[config.mk]
export PLATFORM = sky130hd
export DESIGN_NAME = spad_acq_sequencer
export DESIGN_NICKNAME = d
export VERILOG_FILES = /design/src/rtl/spad_pkg.sv /design/src/rtl/spad_frame_tracker.sv /design/src/rtl/spad_acq_sequencer.sv
export SDC_FILE = /design/constraint.sdc
export NUM_CORES = 1
export LEC_CHECK = 0
export CORE_ASPECT_RATIO = 0.75
export CORE_MARGIN = 10
export CORE_UTILIZATION = 54
export DETAILED_ROUTE_END_ITERATION = 16
export PLACE_DENSITY = 0.81
export SLEW_MARGIN = 20
export SYNTH_ARGS = -nofsm -noshare
export SYNTH_HDL_FRONTEND = slang
export SYNTH_SLANG_ARGS = --single-unit
[constraint.sdc]
create_clock -name clk -period 3.7 [get_ports clk]
set_clock_uncertainty 0.1 [all_clocks]
set_input_delay 1.11 -clock clk [delete_from_list [all_inputs] [get_ports clk]]
set_output_delay 1.11 -clock clk [all_outputs]
set_load 0.03 [all_outputs]
[src/rtl/spad_pkg.sv]
// Shared definitions for the SPAD readout path: sequencer state encoding,
// frame geometry and the layout of the 16-bit readout FIFO word.
package spad_pkg;

    localparam int unsigned SPAD_FRAME_PIX = 512;
    localparam int unsigned SPAD_ADDR_W    = 10;

    // FIFO word field offsets: {addr[9:0], pad, data[4:0]}
    localparam int unsigned ADDR_LSB = 6;
    localparam int unsigned PAD_BIT  = 5;
    localparam int unsigned DATA_W   = 5;
    localparam int unsigned WORD_W   = SPAD_ADDR_W + 1 + DATA_W;

    typedef struct packed {
        logic [SPAD_ADDR_W-1:0] addr;
        logic                   pad;
        logic [DATA_W-1:0]      data;
    } spad_word_t;

    typedef enum logic [2:0] {
        ST_IDLE,
        ST_ARM,
        ST_RUN,
        ST_PAUSE,
        ST_STOP,
        ST_DONE,
        ST_FLUSH
    } seq_state_t;

endpackage

[src/rtl/spad_frame_tracker.sv]
// Snoops the readout FSM's FIFO writes: tracks the expected pixel address,
// flags order errors, strobes the FRAME_PIX-2 / frame-end writes and runs
// the inactivity watchdog.
// Ports:
//   clk, rst        clock, synchronous active-low reset
//   i_clr           clear expected address (acquisition start)
//   i_snoop         snooped writes are checked/counted only while high
//   i_wd_en         watchdog counting enable (counter held at 0 when low)
//   i_wd_kick       restart the watchdog (write seen or lock acquired)
//   i_fifowr/i_dout snooped FIFO write strobe and word
//   o_*_c           single-cycle combinational strobes for the sequencer
module spad_frame_tracker
    import spad_pkg::*;
#(
    parameter int unsigned FRAME_PIX   = SPAD_FRAME_PIX,
    parameter int unsigned TIMEOUT_CYC = 4096
) (
    input  logic              clk,
    input  logic              rst,
    input  logic              i_clr,
    input  logic              i_snoop,
    input  logic              i_wd_en,
    input  logic              i_wd_kick,
    input  logic              i_fifowr,
    input  logic [WORD_W-1:0] i_dout,
    output logic              o_wr_bad_c,
    output logic              o_pre_end_c,
    output logic              o_frame_end_c,
    output logic              o_timeout_c
);

    localparam int unsigned PIX_W = $clog2(FRAME_PIX);
    localparam int unsigned WD_W  = $clog2(TIMEOUT_CYC) + 1;

    logic [PIX_W-1:0] r_exp_addr;
    logic [WD_W-1:0]  r_wd_cnt;
    spad_word_t       w_word;
    logic             w_snoop_wr;
    logic             w_match;
    logic             w_wr_ok;
    logic             w_unused_data;

    assign w_word        = i_dout;
    assign w_unused_data = ^w_word.data;
    assign w_snoop_wr    = i_snoop & i_fifowr;
    // Address field must equal the zero-extended expected address, pad bit clear
    assign w_match       = (w_word.addr == SPAD_ADDR_W'(r_exp_addr)) & ~w_word.pad;
    assign w_wr_ok       = w_snoop_wr & w_match;

    assign o_wr_bad_c    = w_snoop_wr & ~w_match;
    assign o_pre_end_c   = w_wr_ok & (r_exp_addr == PIX_W'(FRAME_PIX - 2));
    assign o_frame_end_c = w_wr_ok & (r_exp_addr == PIX_W'(FRAME_PIX - 1));
    assign o_timeout_c   = i_wd_en & ~i_wd_kick & (r_wd_cnt == WD_W'(TIMEOUT_CYC - 1));

    // Expected pixel address, wrapping at the end of each frame
    always_ff @(posedge clk) begin
        if (!rst || i_clr) begin
            r_exp_addr <= '0;
        end else if (w_wr_ok) begin
            r_exp_addr <= (r_exp_addr == PIX_W'(FRAME_PIX - 1)) ? '0 : r_exp_addr + PIX_W'(1);
        end
    end

    // Watchdog: cycles since last kick while enabled
    always_ff @(posedge clk) begin
        if (!rst || !i_wd_en || i_wd_kick) begin
            r_wd_cnt <= '0;
        end else if (r_wd_cnt != WD_W'(TIMEOUT_CYC - 1)) begin
            r_wd_cnt <= r_wd_cnt + WD_W'(1);
        end
    end

endmodule

[src/rtl/spad_acq_sequencer.sv]
// Frame-level acquisition controller for the SPAD readout FSM. Runs N frames
// or continuously, stops/pauses the FSM cleanly at frame boundaries, and
// flushes it on abort, address-order error or timeout.
// Ports:
//   clk, rst                      80 MHz clock, synchronous active-low reset
//   start, abort                  host one-cycle pulses
//   continuous, num_frames,
//   window_cfg                    run configuration, sampled at start
//   pll_locked, fifo_prog_full    status inputs
//   fsm_fifowr, fsm_dout          snooped readout-FSM FIFO writes
//   fsm_en, fsm_window_cycles,
//   fsm_rst                       controls to the readout FSM
//   busy, done, frames_done,
//   err_timeout, err_seq          status back to the host
module spad_acq_sequencer
    import spad_pkg::*;
#(
    parameter int unsigned FRAME_PIX   = SPAD_FRAME_PIX,
    parameter int unsigned FCNT_W      = 16,
    parameter int unsigned TIMEOUT_CYC = 4096,
    parameter int unsigned RST_CYC     = 2
) (
    input  logic              clk,
    input  logic              rst,
    input  logic              start,
    input  logic              abort,
    input  logic              continuous,
    input  logic [FCNT_W-1:0] num_frames,
    input  logic [1:0]        window_cfg,
    input  logic              pll_locked,
    input  logic              fifo_prog_full,
    input  logic              fsm_fifowr,
    input  logic [WORD_W-1:0] fsm_dout,
    output logic              fsm_en,
    output logic [1:0]        fsm_window_cycles,
    output logic              fsm_rst,
    output logic              busy,
    output logic              done,
    output logic [FCNT_W-1:0] frames_done,
    output logic              err_timeout,
    output logic              err_seq
);

    localparam int unsigned RST_W = $clog2(RST_CYC) + 1;

    seq_state_t        r_state;
    logic              r_cont;
    logic [FCNT_W-1:0] r_num;
    logic              r_frame_seen;
    logic [RST_W-1:0]  r_rst_cnt;
    logic              r_fsm_en;
    logic [1:0]        r_fsm_win;
    logic              r_fsm_rst;
    logic              r_busy;
    logic              r_done;
    logic [FCNT_W-1:0] r_frames_done;
    logic              r_err_timeout;
    logic              r_err_seq;

    logic w_snoop;
    logic w_armed;
    logic w_wd_en;
    logic w_wd_kick;
    logic w_clr;
    logic w_wr_bad;
    logic w_pre_end;
    logic w_frame_end;
    logic w_timeout;
    logic w_last;
    logic w_flush;

    assign w_snoop   = (r_state == ST_RUN) | (r_state == ST_PAUSE) | (r_state == ST_STOP);
    assign w_armed   = w_snoop | (r_state == ST_ARM);
    assign w_wd_en   = (r_state == ST_ARM) | (r_state == ST_RUN) | (r_state == ST_STOP);
    // Lock arriving ends the ARM wait, so it also restarts the watchdog for RUN
    assign w_wd_kick = fsm_fifowr | ((r_state == ST_ARM) & pll_locked);
    assign w_clr     = (r_state == ST_IDLE) & start;
    // frames_done has not yet counted the frame whose FRAME_PIX-2 write is in flight
    assign w_last    = ~r_cont & ((r_frames_done + FCNT_W'(1)) == r_num);
    assign w_flush   = w_armed & (abort | w_wr_bad | w_timeout);

    spad_frame_tracker #(
        .FRAME_PIX   (FRAME_PIX),
        .TIMEOUT_CYC (TIMEOUT_CYC)
    ) u_tracker (
        .clk           (clk),
        .rst           (rst),
        .i_clr         (w_clr),
        .i_snoop       (w_snoop),
        .i_wd_en       (w_wd_en),
        .i_wd_kick     (w_wd_kick),
        .i_fifowr      (fsm_fifowr),
        .i_dout        (fsm_dout),
        .o_wr_bad_c    (w_wr_bad),
        .o_pre_end_c   (w_pre_end),
        .o_frame_end_c (w_frame_end),
        .o_timeout_c   (w_timeout)
    );

    // Sequencer FSM with registered outputs
    always_ff @(posedge clk) begin
        if (!rst) begin
            r_state       <= ST_IDLE;
            r_cont        <= 1'b0;
            r_num         <= '0;
            r_frame_seen  <= 1'b0;
            r_rst_cnt     <= '0;
            r_fsm_en      <= 1'b0;
            r_fsm_win     <= '0;
            r_fsm_rst     <= 1'b0;
            r_busy        <= 1'b0;
            r_done        <= 1'b0;
            r_frames_done <= '0;
            r_err_timeout <= 1'b0;
            r_err_seq     <= 1'b0;
        end else begin
            r_done <= 1'b0;
            // A frame-end write counts even when an abort lands on the same cycle
            if (w_frame_end && !(&r_frames_done)) begin
                r_frames_done <= r_frames_done + FCNT_W'(1);
            end
            if (w_flush) begin
                r_state   <= ST_FLUSH;
                r_fsm_en  <= 1'b0;
                r_fsm_rst <= 1'b1;
                r_rst_cnt <= '0;
                if (!abort && w_wr_bad)  r_err_seq     <= 1'b1;
                if (!abort && w_timeout) r_err_timeout <= 1'b1;
            end else begin
                case (r_state)
                    ST_IDLE: begin
                        if (start) begin
                            r_cont        <= continuous;
                            r_num         <= num_frames;
                            r_fsm_win     <= window_cfg;
                            r_frames_done <= '0;
                            r_err_timeout <= 1'b0;
                            r_err_seq     <= 1'b0;
                            r_busy        <= 1'b1;
                            r_state       <= (!continuous && num_frames == '0) ? ST_DONE : ST_ARM;
                        end
                    end
                    ST_ARM: begin
                        if (pll_locked) begin
                            r_fsm_en <= 1'b1;
                            r_state  <= ST_RUN;
                        end
                    end
                    ST_RUN: begin
                        // Decide at FRAME_PIX-2 so en is low before the FSM's CLEAR sample
                        if (w_pre_end) begin
                            if (w_last) begin
                                r_fsm_en <= 1'b0;
                                r_state  <= ST_STOP;
                            end else if (fifo_prog_full) begin
                                r_fsm_en     <= 1'b0;
                                r_frame_seen <= 1'b0;
                                r_state      <= ST_PAUSE;
                            end
                        end
                    end
                    ST_PAUSE: begin
                        if (w_frame_end) begin
                            r_frame_seen <= 1'b1;
                        end else if (r_frame_seen && !fifo_prog_full) begin
                            r_fsm_en <= 1'b1;
                            r_state  <= ST_RUN;
                        end
                    end
                    ST_STOP: begin
                        if (w_frame_end) r_state <= ST_DONE;
                    end
                    ST_DONE: begin
                        r_done   <= 1'b1;
                        r_fsm_en <= 1'b0;
                        r_busy   <= 1'b0;
                        r_state  <= ST_IDLE;
                    end
                    ST_FLUSH: begin
                        if (r_rst_cnt == RST_W'(RST_CYC - 1)) begin
                            r_fsm_rst <= 1'b0;
                            r_busy    <= 1'b0;
                            r_state   <= ST_IDLE;
                        end else begin
                            r_rst_cnt <= r_rst_cnt + RST_W'(1);
                        end
                    end
                    default: begin
                        r_state <= ST_IDLE;
                    end
                endcase
            end
        end
    end

    assign fsm_en            = r_fsm_en;
    assign fsm_window_cycles = r_fsm_win;
    assign fsm_rst           = r_fsm_rst;
    assign busy              = r_busy;
    assign done              = r_done;
    assign frames_done       = r_frames_done;
    assign err_timeout       = r_err_timeout;
    assign err_seq           = r_err_seq;

endmodule

* Word-level counts from Yosys, hierarchy flattened
Index checks and enable logic that the tools add are counted.
** Storage, ports and cells
- Register bits :: 69
- Input port bits :: 42
- Word-level logic and storage cells :: 156
** Cells by class
- $add $sub $neg :: 4
- Eq/ne operators :: 34
- Multiplexer cells :: 40
- Bitwise gates (word level) :: 27
- Reduce and logical (&&, ||, !) cells :: 35
** Operators by type and width (count)
- 16-bit 2-to-1 mux :: 4
- 3-bit 2-to-1 mux :: 11
- 1-bit 2-to-1 mux :: 20
- 9-bit == test (second input constant) :: 2
- 3-bit inequality test (second input constant) :: 6
- 3-bit one-hot mux with 6 select lines :: 1
- 16-bit by 1-bit adder with 16-bit output (second input constant) :: 1
- 16-bit == test :: 1
- 16-bit logical NOT :: 1
- 2-bit inequality test (second input constant) :: 8
- 16-bit AND reduction :: 1
- 8-bit AND reduction :: 2
- 13-bit by 1-bit adder with 13-bit output (second input constant) :: 1
- 13-bit by 12-bit == test with 1-bit output (second input constant) :: 1
- 13-bit by 12-bit inequality test with 1-bit output (second input constant) :: 1
- 1-bit AND :: 12
- 6-bit AND reduction :: 2
- 10-bit by 9-bit == test with 1-bit output :: 1
- 2-bit nonzero test :: 5
- 9-bit by 1-bit adder with 9-bit output (second input constant) :: 1
- 3-bit == test (second input constant) :: 3
- 9-bit 2-to-1 mux :: 1
- 3-bit AND reduction :: 3
- 2-bit by 1-bit inequality test with 1-bit output (second input constant) :: 4
- other kinds (20) :: 47

* Logic depth before layout (Yosys ltp)
- Word-level depth :: 11
- Mapped depth :: 12
- Mapped depth without buffers :: 12

* Cells and area by module
Synthesis repeated with hierarchy kept, for this count alone.
** Unflattened totals
- Cell total of the unflattened synthesis :: 520
- Area total of the unflattened synthesis :: 4122.7 um^2
** Modules (own cells, without submodules)
- spad_acq_sequencer :: instances 1, cells an instance 370, area each 2901.5 um^2, sequential area each 940.9 um^2
- spad_frame_tracker :: instances 1, cells an instance 150, area each 1221.2 um^2, sequential area each 440.4 um^2

* Worst setup path after synthesis
OpenSTA, ideal clock, no wires.
- Kind :: input-to-reg
- Start point :: input port fsm_dout[10]
- End point :: register r_state[1]
- Library setup time :: 0.088 ns
- Arrival :: 2.969 ns
- Setup slack :: 0.543 ns
- Stages :: 8
- Path buffers :: 0
- Cells stage by stage :: xor2_1 -> or3_4 -> nor4b_4 -> nand4_2 -> nand3_1 -> o21ai_0 -> a211o_1 -> o32ai_2
** On the way
- Cells in the longest elaborated chain, start to end :: 9
- Elaborated cells between the ends (all ways) :: 20
- Classes of those cells :: eq/ne (9); mux (1); bitwise (9); reduce/logical (1)
** RTL lines
- start: declaration :: RTL line spad_acq_sequencer.sv:33 : input logic [WORD_W-1:0] fsm_dout,
- 10-bit by 9-bit == test with 1-bit output (*) :: RTL line spad_frame_tracker.sv:47 : assign w_match = (w_word.addr == SPAD_ADDR_W'(r_exp_addr)) & ~w_word.pad;
- 1-bit AND (*) :: RTL line spad_frame_tracker.sv:47
- 1-bit NOT :: RTL line spad_frame_tracker.sv:50 : assign o_wr_bad_c = w_snoop_wr & ~w_match;
- 1-bit AND :: RTL line spad_frame_tracker.sv:50
- 1-bit bitwise OR (2 in series) :: RTL line spad_acq_sequencer.sv:80 : assign w_flush = w_armed & (abort | w_wr_bad | w_timeout);
- 1-bit AND :: RTL line spad_acq_sequencer.sv:80
- 4-bit inequality test (no line), or another cell as far along
- 8-bit AND reduction (no line)
- end signal: assignment :: RTL line spad_acq_sequencer.sv:140 : r_state <= (!continuous && num_frames == '0) ? ST_DONE : ST_ARM;
- end: declaration :: RTL line spad_acq_sequencer.sv:46 : seq_state_t r_state;
Mark *: on every way between the ends. The rest lies on a longest branch, timed or not.
A chain may end at the register's enable or synchronous reset.

* Final worst setup path
- Start point :: input port fsm_dout[9]
- End point :: register r_state[1]
The elaborated chain is that of the path after synthesis.

==> results.yml <==
critical_path:
  crit_slowest_cell: "clkdlybuf4s50_1"
  path_max_fanout: 6
  path_cells: "clkdlybuf4s50_1, xnor2_1, nand4_1, nor4_4, buf_4, nor3b_1, o22ai_1, o21a_2, a211o_1, o32ai_2"
  critPathKind: "primary input to register"
  cp_top_family: "compound AO/OA/AOI/OAI gates"
  startpoint_type: "primary input"
  cp_num_buf_inv: 2
  cp_data_required_time_ps: 3870
  worstSetupEndpointType: "register"
  crit_arrival_ps: 3560
  reg2reg_slack_ps: 670
  slowest_delay_ps: 420
cells_and_area:
  final_cell_area_um2: 4900
  utilization: 0.671
  finalNonFillerCells: 650
  n_antenna_cell: 0
  fillCellCount: 629
  register_area_um2: 1380
  area_growth_pct: 22.1
  multi_input_area_um2: 2440
  finalNetCount: 592
  drive_gt1_frac: 0.100
power_and_ir_drop:
  p_comb_frac: 0.269
  vdd_drop_max_mv: 0.265
  seq_power_share: 0.408
  swShare: 0.328
  p_leak_nw: 1.63
  power_switching_mw: 0.730
  p_clk_frac: 0.323
  internal_power_mw: 1.50
  p_per_area_nw_per_um2: 455
status:
  outcome: "finished clean"
synth:
  synth_ff_type: "dfxtp_1"
  netlist_area_um2: 4010
  yosysTopAreaCell: "dfxtp_1"
  synth_top_area_frac: 0.344
  postSynthAreaPerCell_um2: 8.22
  async_flop_share: 0
  ys_ff_latch: 69
  yosys_warnings: 0
  ys_top_cells_by_area: "dfxtp_1 34%, nand2_1 7.2%, xnor2_1 5.9%, a21oi_1 4.6%, nor2_1 4.4%"
  synthTopCellsByCount: "77 x nand2_1, 69 x dfxtp_1, 47 x nor2_1"
  yosys.cell_types.count: 70
  syn-num-nets: 536
  synth_cells: 488
  synth_edf_count: 0
  synth_most_common_cell: "nand2_1"
  seq_area_frac_synth: 0.344
clock_tree:
  cts_buffers: 9
  post_cts_buffers: 0
  root_buffer: "clkbuf_8"
  clock_path_buffers: 2
  clk_latency_ps: 350
  clock_sinks: 69
  cts_resized: 0
  cts_max_level: 3
  holdBufCountCts: 0
  tritoncts: "yes"
  clk_pin_slew_ps: 80
die:
  die_x_um: 120
  fp.dieH_um: 94.7
  dieArea_um2: 11300
  top_level_ports: 66
  start_util: 0.550
  rows: 27
  core_area_um2: 7300
place:
  dpl_cell_area_um2: 4670
  placedCellCount: 634
  place_ws_ps: 5.77
  dpl.hpwl_um: 8220
  gp_congestion: 0.963
  io_buffer_count: 60
global_routing:
  antenna_found_initial: 0
  grt_pass1_wl_um: 18500
  grt_max_degree: 22
  track_usage: 0.197
  first_global_vias: 3772
  grt.overflow.total: 0
route:
  drc: 0
  post_drt_wl_per_cell_um: 16.8
  drt_pre_antenna_iters: 5
  wl_um: 10900
  drt-initial-drc-count: 322
  vias_per_cell: 5.92
  vias: 3846
  drtAntennaViolNets: 0
job:
  maxCapViolations: 0
sta:
  fmax_mhz: 295
  rsz0062_at_grt: "no"
  timing.final.hold_violations: 0
  fin_ws_ps: 316
  period_share: 0.915
  relSlewSlack: 0.537
  finalCriticalPeriod_ps: 3380
  worst_pin_slew_ps: 695
  finalMaxSlewViolations: 0
  setup_viol_count_final: 0
hold_path:
  hp-class: "register to register"
-- routing by layer --
metal / wire length [um] / vias to the layer above / part of all wire / global-route usage
met5: 0 / - / 0 / 0
met4: 135 / 0 / 0.012 / 0.0561
met3: 830 / 18 / 0.076 / 0.0608
met2: 4910 / 166 / 0.45 / 0.303
met1: 5040 / 1809 / 0.46 / 0.263
li1: - / 1853 / - / -
-- cells by family (layout without fill, tap and decap cells) --
group	count (synthesis)	count (layout)	synth area share
xor+xnor	46	46	0.100
buf+inv	37	98	0.0474
mux	4	4	0.00998
simple gates	229	229	0.313
flops	69	69	0.344
fa+ha+maj	6	6	0.0187
compound gates	97	97	0.167
-- cell type report --
| type | count | area share |
|---|---|---|
| clock buffer | 11 | 0.0309 |
| timing repair buffer | 69 | 0.136 |
| tap | 101 | 0.0258 |
| multi-input combinational | 382 | 0.498 |
| inverter | 13 | 0.00996 |
| sequential | 69 | 0.282 |
| clock inverter | 5 | 0.0166 |
-- power groups by stage --
stage,Clock [mW],Combinational [mW],Sequential [mW]
detailed placement,0,0.593,0.922
CTS,0.728,0.596,0.906
global route,0.757,0.658,0.921
global placement,0,0.579,0.922
finish,0.721,0.599,0.910
floorplan,0,0.423,0.911
-- worst reg2reg max path: stages, from the launching register on --
cell and delay (ps):
dfxtp_1 370, nand3_1 110, nor2_1 70, and3_1 200
and2_1 170, ha_1 180, o211ai_1 160, nor4_4 70
buf_4 170, nor3b_1 360, o22ai_1 200, o21a_2 240
a211o_1 320, o32ai_2 240
-- state kept, by name, summed over array words and instances (netlist names) --
name / flops
frames_done: 16
done: 1
r_state: 3
r_rst_cnt: 2
fsm_window_cycles: 2
r_cont: 1
fsm_rst: 1
r_num: 16
err_timeout: 1
r_frame_seen: 1
u_tracker.r_wd_cnt: 13
busy: 1
u_tracker.r_exp_addr: 9
fsm_en: 1
err_seq: 1
-- final timing paths --
| check | startpoint | end | cells past startpoint |
|---|---|---|---|
| max | fsm_dout[9] | r_state[1] | 10 |
| max reg2reg | u_tracker.r_exp_addr[2] | r_state[1] | 13 |
| min reg2reg | fsm_window_cycles[1] | fsm_window_cycles[1] | 2 |
| min | fsm_window_cycles[1] | fsm_window_cycles[1] | 2 |
-- layout by cell type, fill, tap and decap left out, types with 7 or more instances in the layout --
cell type,instances
nand2_1,77
dfxtp_1,69
clkdlybuf4s50_1,60
nor2_1,47
a21oi_1,37
xnor2_1,27
xor2_1,19
nor3_1,15
o21ai_0,14
nand3_1,13
nand4_1,13
inv_1,12
clkbuf_8,11
buf_4,9
and3_1,8
and2_1,8
a211oi_1,7
-- per-stage QoR --
| stage | setup TNS, ps | hold WS, ps | power, mW |
|---|---|---|---|
| after global placement | -12.7 | 342 | 1.50 |
| after global routing | 0 | 393 | 2.34 |
| final | 0 | 365 | 2.23 |
| after detailed placement | 0 | 361 | 1.51 |
| after floorplan | 0 | 329 | 1.33 |
| after CTS | 0 | 373 | 2.23 |
Power figures use the tool's default switching activity.
==> RTL edit (config.mk and constraints unchanged) <==
Put one more register stage on the output `err_timeout`, with the module's reset. The value now appears one clock later. The other outputs are not delayed to match.
--- a/src/rtl/spad_acq_sequencer.sv
+++ b/src/rtl/spad_acq_sequencer.sv
@@ -200,5 +200,11 @@
     assign done              = r_done;
     assign frames_done       = r_frames_done;
-    assign err_timeout       = r_err_timeout;
+    always_ff @(posedge clk) begin
+        if (!rst) begin
+            err_timeout <= '0;
+        end else begin
+            err_timeout <= r_err_timeout;
+        end
+    end
     assign err_seq           = r_err_seq;
 
Function: no difference found for any inputs over 10 cycles, from zero or initial values and one cycle with rst low; that may be too few to reach the edited logic, so the function may still have changed.
==> RTL edit against the original RTL <==
  * Total power grew 6.7%
  * Sequential power grew 3.1%
  * Sequential share of layout area rose by 1.3 points
  * Design area fell by 3.1%
  * Critical endpoint is now r_state[0]
  * Critical path type is now flop to flop
  * Clock power is 12% lower
  * Area after synthesis down 5.7%
  * Worst setup slack worse by 0.23 ns
  * Wire length fell by 5.3%
  * Sequential cell count grew 1
  * Critical path depth fell by 1
==> RTL edit: results (changes against the original RTL) <==
[final_layout]
nets = 597  ; +0.84%
combined_area_of_the_multi_input_logic_cells_sq_um = 2250  ; -7.9%
clock_cell_area_share_pct = 4.27  ; -0.48 points
layout.non_clock_buffers = 78  ; +13%
regArea_sq_um = 1400  ; +1.4%
nNonClkInverters = 14  ; +1
buffer_area_share_pct = 15.5  ; +1.9 points
layout.comb_gates.multi_input = 376  ; -1.6%

[critical_path]
startpoint = frames_done[0]
critical_path.top_delay_family = simple AND/OR/NAND/NOR gates
worst-path-max-fanout = 6  ; unchanged
max_stage_delay_ns = 0.58  ; +0.16 ns
crit_slowest_cell = sky130_fd_sc_hd__a2111oi_1
arrival_time_of_the_worst_setup_path_ns = 3.79  ; +0.23 ns

[worst_hold_path]
worst_hold_startpoint = r_frame_seen

[synth]
synth_area_per_cell_sq_um = 7.87  ; -4.3%
synth_common_cells = sky130_fd_sc_hd__nand2_1, sky130_fd_sc_hd__dfxtp_1, sky130_fd_sc_hd__nor2_1, sky130_fd_sc_hd__a21oi_1, sky130_fd_sc_hd__xnor2_1
synth_cell_type_count = 57  ; -19%
number_of_nets_produced_by_synthesis = 529  ; -1.3%
share_of_the_yosys_chip_area_belonging_to_registers_pct = 37.0  ; +2.6 points
synth.area.top_cells = sky130_fd_sc_hd__dfxtp_1, sky130_fd_sc_hd__xnor2_1, sky130_fd_sc_hd__nand2_1

[power_and_ir_drop]
vdd_ir_drop_max_mv = 0.498  ; +88%
power-per-cell-area_nw_per_um2 = 501  ; +10%
post_layout_total_power_mw = 2.38  ; +6.7%
pg_comb_uw = 807  ; +35%
net_sw_share_pct = 37.8  ; +5.0 points
seqPwrFrac_pct = 39.4  ; -1.4 points
power.leakage_nw = 1.60  ; -1.8%

[drt]
detailedRoute.firstIterationViolations = 303  ; -5.9%
detailroute.via_count = 3700  ; -3.8%
routed_wirelength_microns = 10300  ; -5.3%

[placed_design]
placement.setup.worst_slack_ns = -0.180  ; -0.186 ns
area_post_placement_sq_um = 4530  ; -2.9%
globalplace.congestion = 0.943  ; -2.1%
dp_cells = 622  ; -1.9%
detailed_place_hpwl_microns = 7640  ; -7.0%

[status]
outcome = completed

[sta]
timing.max_slew.rel_slack_pct = 41.1  ; -13 points

[global_routing]
met3_usage_pct = 5.87  ; -0.21 points
global_route_wire_length_before_repair_microns = 17000  ; -8.1%
grt_util_all_layers_pct = 19.1  ; -0.59 points
met1_usage_in_global_routing_pct = 25.0  ; -1.3 points

[floorplan]
nWellTaps = 84  ; -17%

-- RTL edit: changes by cell type in the layout (fill, tap and decap cells not counted), moves of 3 or more --
| cell | unedited run | this run |
|---|---|---|
| sky130_fd_sc_hd__a211oi_1 | 7 | 4 |
| sky130_fd_sc_hd__xnor2_1 | 27 | 37 |
| sky130_fd_sc_hd__o31a_1 | 4 | 1 |
| sky130_fd_sc_hd__a31oi_1 | 5 | 1 |
| sky130_fd_sc_hd__nand2_1 | 77 | 72 |
| sky130_fd_sc_hd__and3_1 | 8 | 4 |
| sky130_fd_sc_hd__a21oi_1 | 37 | 40 |
| sky130_fd_sc_hd__a211o_1 | 4 | 0 |
| sky130_fd_sc_hd__buf_4 | 9 | 18 |
| sky130_fd_sc_hd__nor3_1 | 15 | 23 |
| sky130_fd_sc_hd__nor2_1 | 47 | 59 |
| sky130_fd_sc_hd__o211ai_1 | 5 | 2 |
| sky130_fd_sc_hd__or4_1 | 0 | 3 |
-- RTL edit: kinds of logic after synthesis --
logic type / Yosys count / synth area share (%)
AOI/OAI and AO/OA: 81 / 12.9
buffers and inverters: 35 / 3.87
adders and majority gates: 6 / 1.98
and+or+nand+nor: 230 / 30.2
muxes: 4 / 1.09
xor gates and xnor gates: 55 / 12.9
DFF: 70 / 37.0
-- RTL edit: final timing paths --
path | cells past startpoint | to | slack, ns
setup reg to reg | 9 | r_state[0] | 0.08
hold reg to reg | 2 | r_frame_seen | 0.36
setup / recovery | 9 | r_state[0] | 0.08
hold / removal | 2 | r_frame_seen | 0.36
-- RTL edit: per-layer routing --
layer / routed length, microns / share of wire [%] / vias up
li1: - / - / 1804
met1: 4650 / 45 / 1710
met2: 4520 / 44 / 161
met3: 975 / 9.4 / 25
met4: 174 / 1.7 / 0
met5: 0 / 0 / -
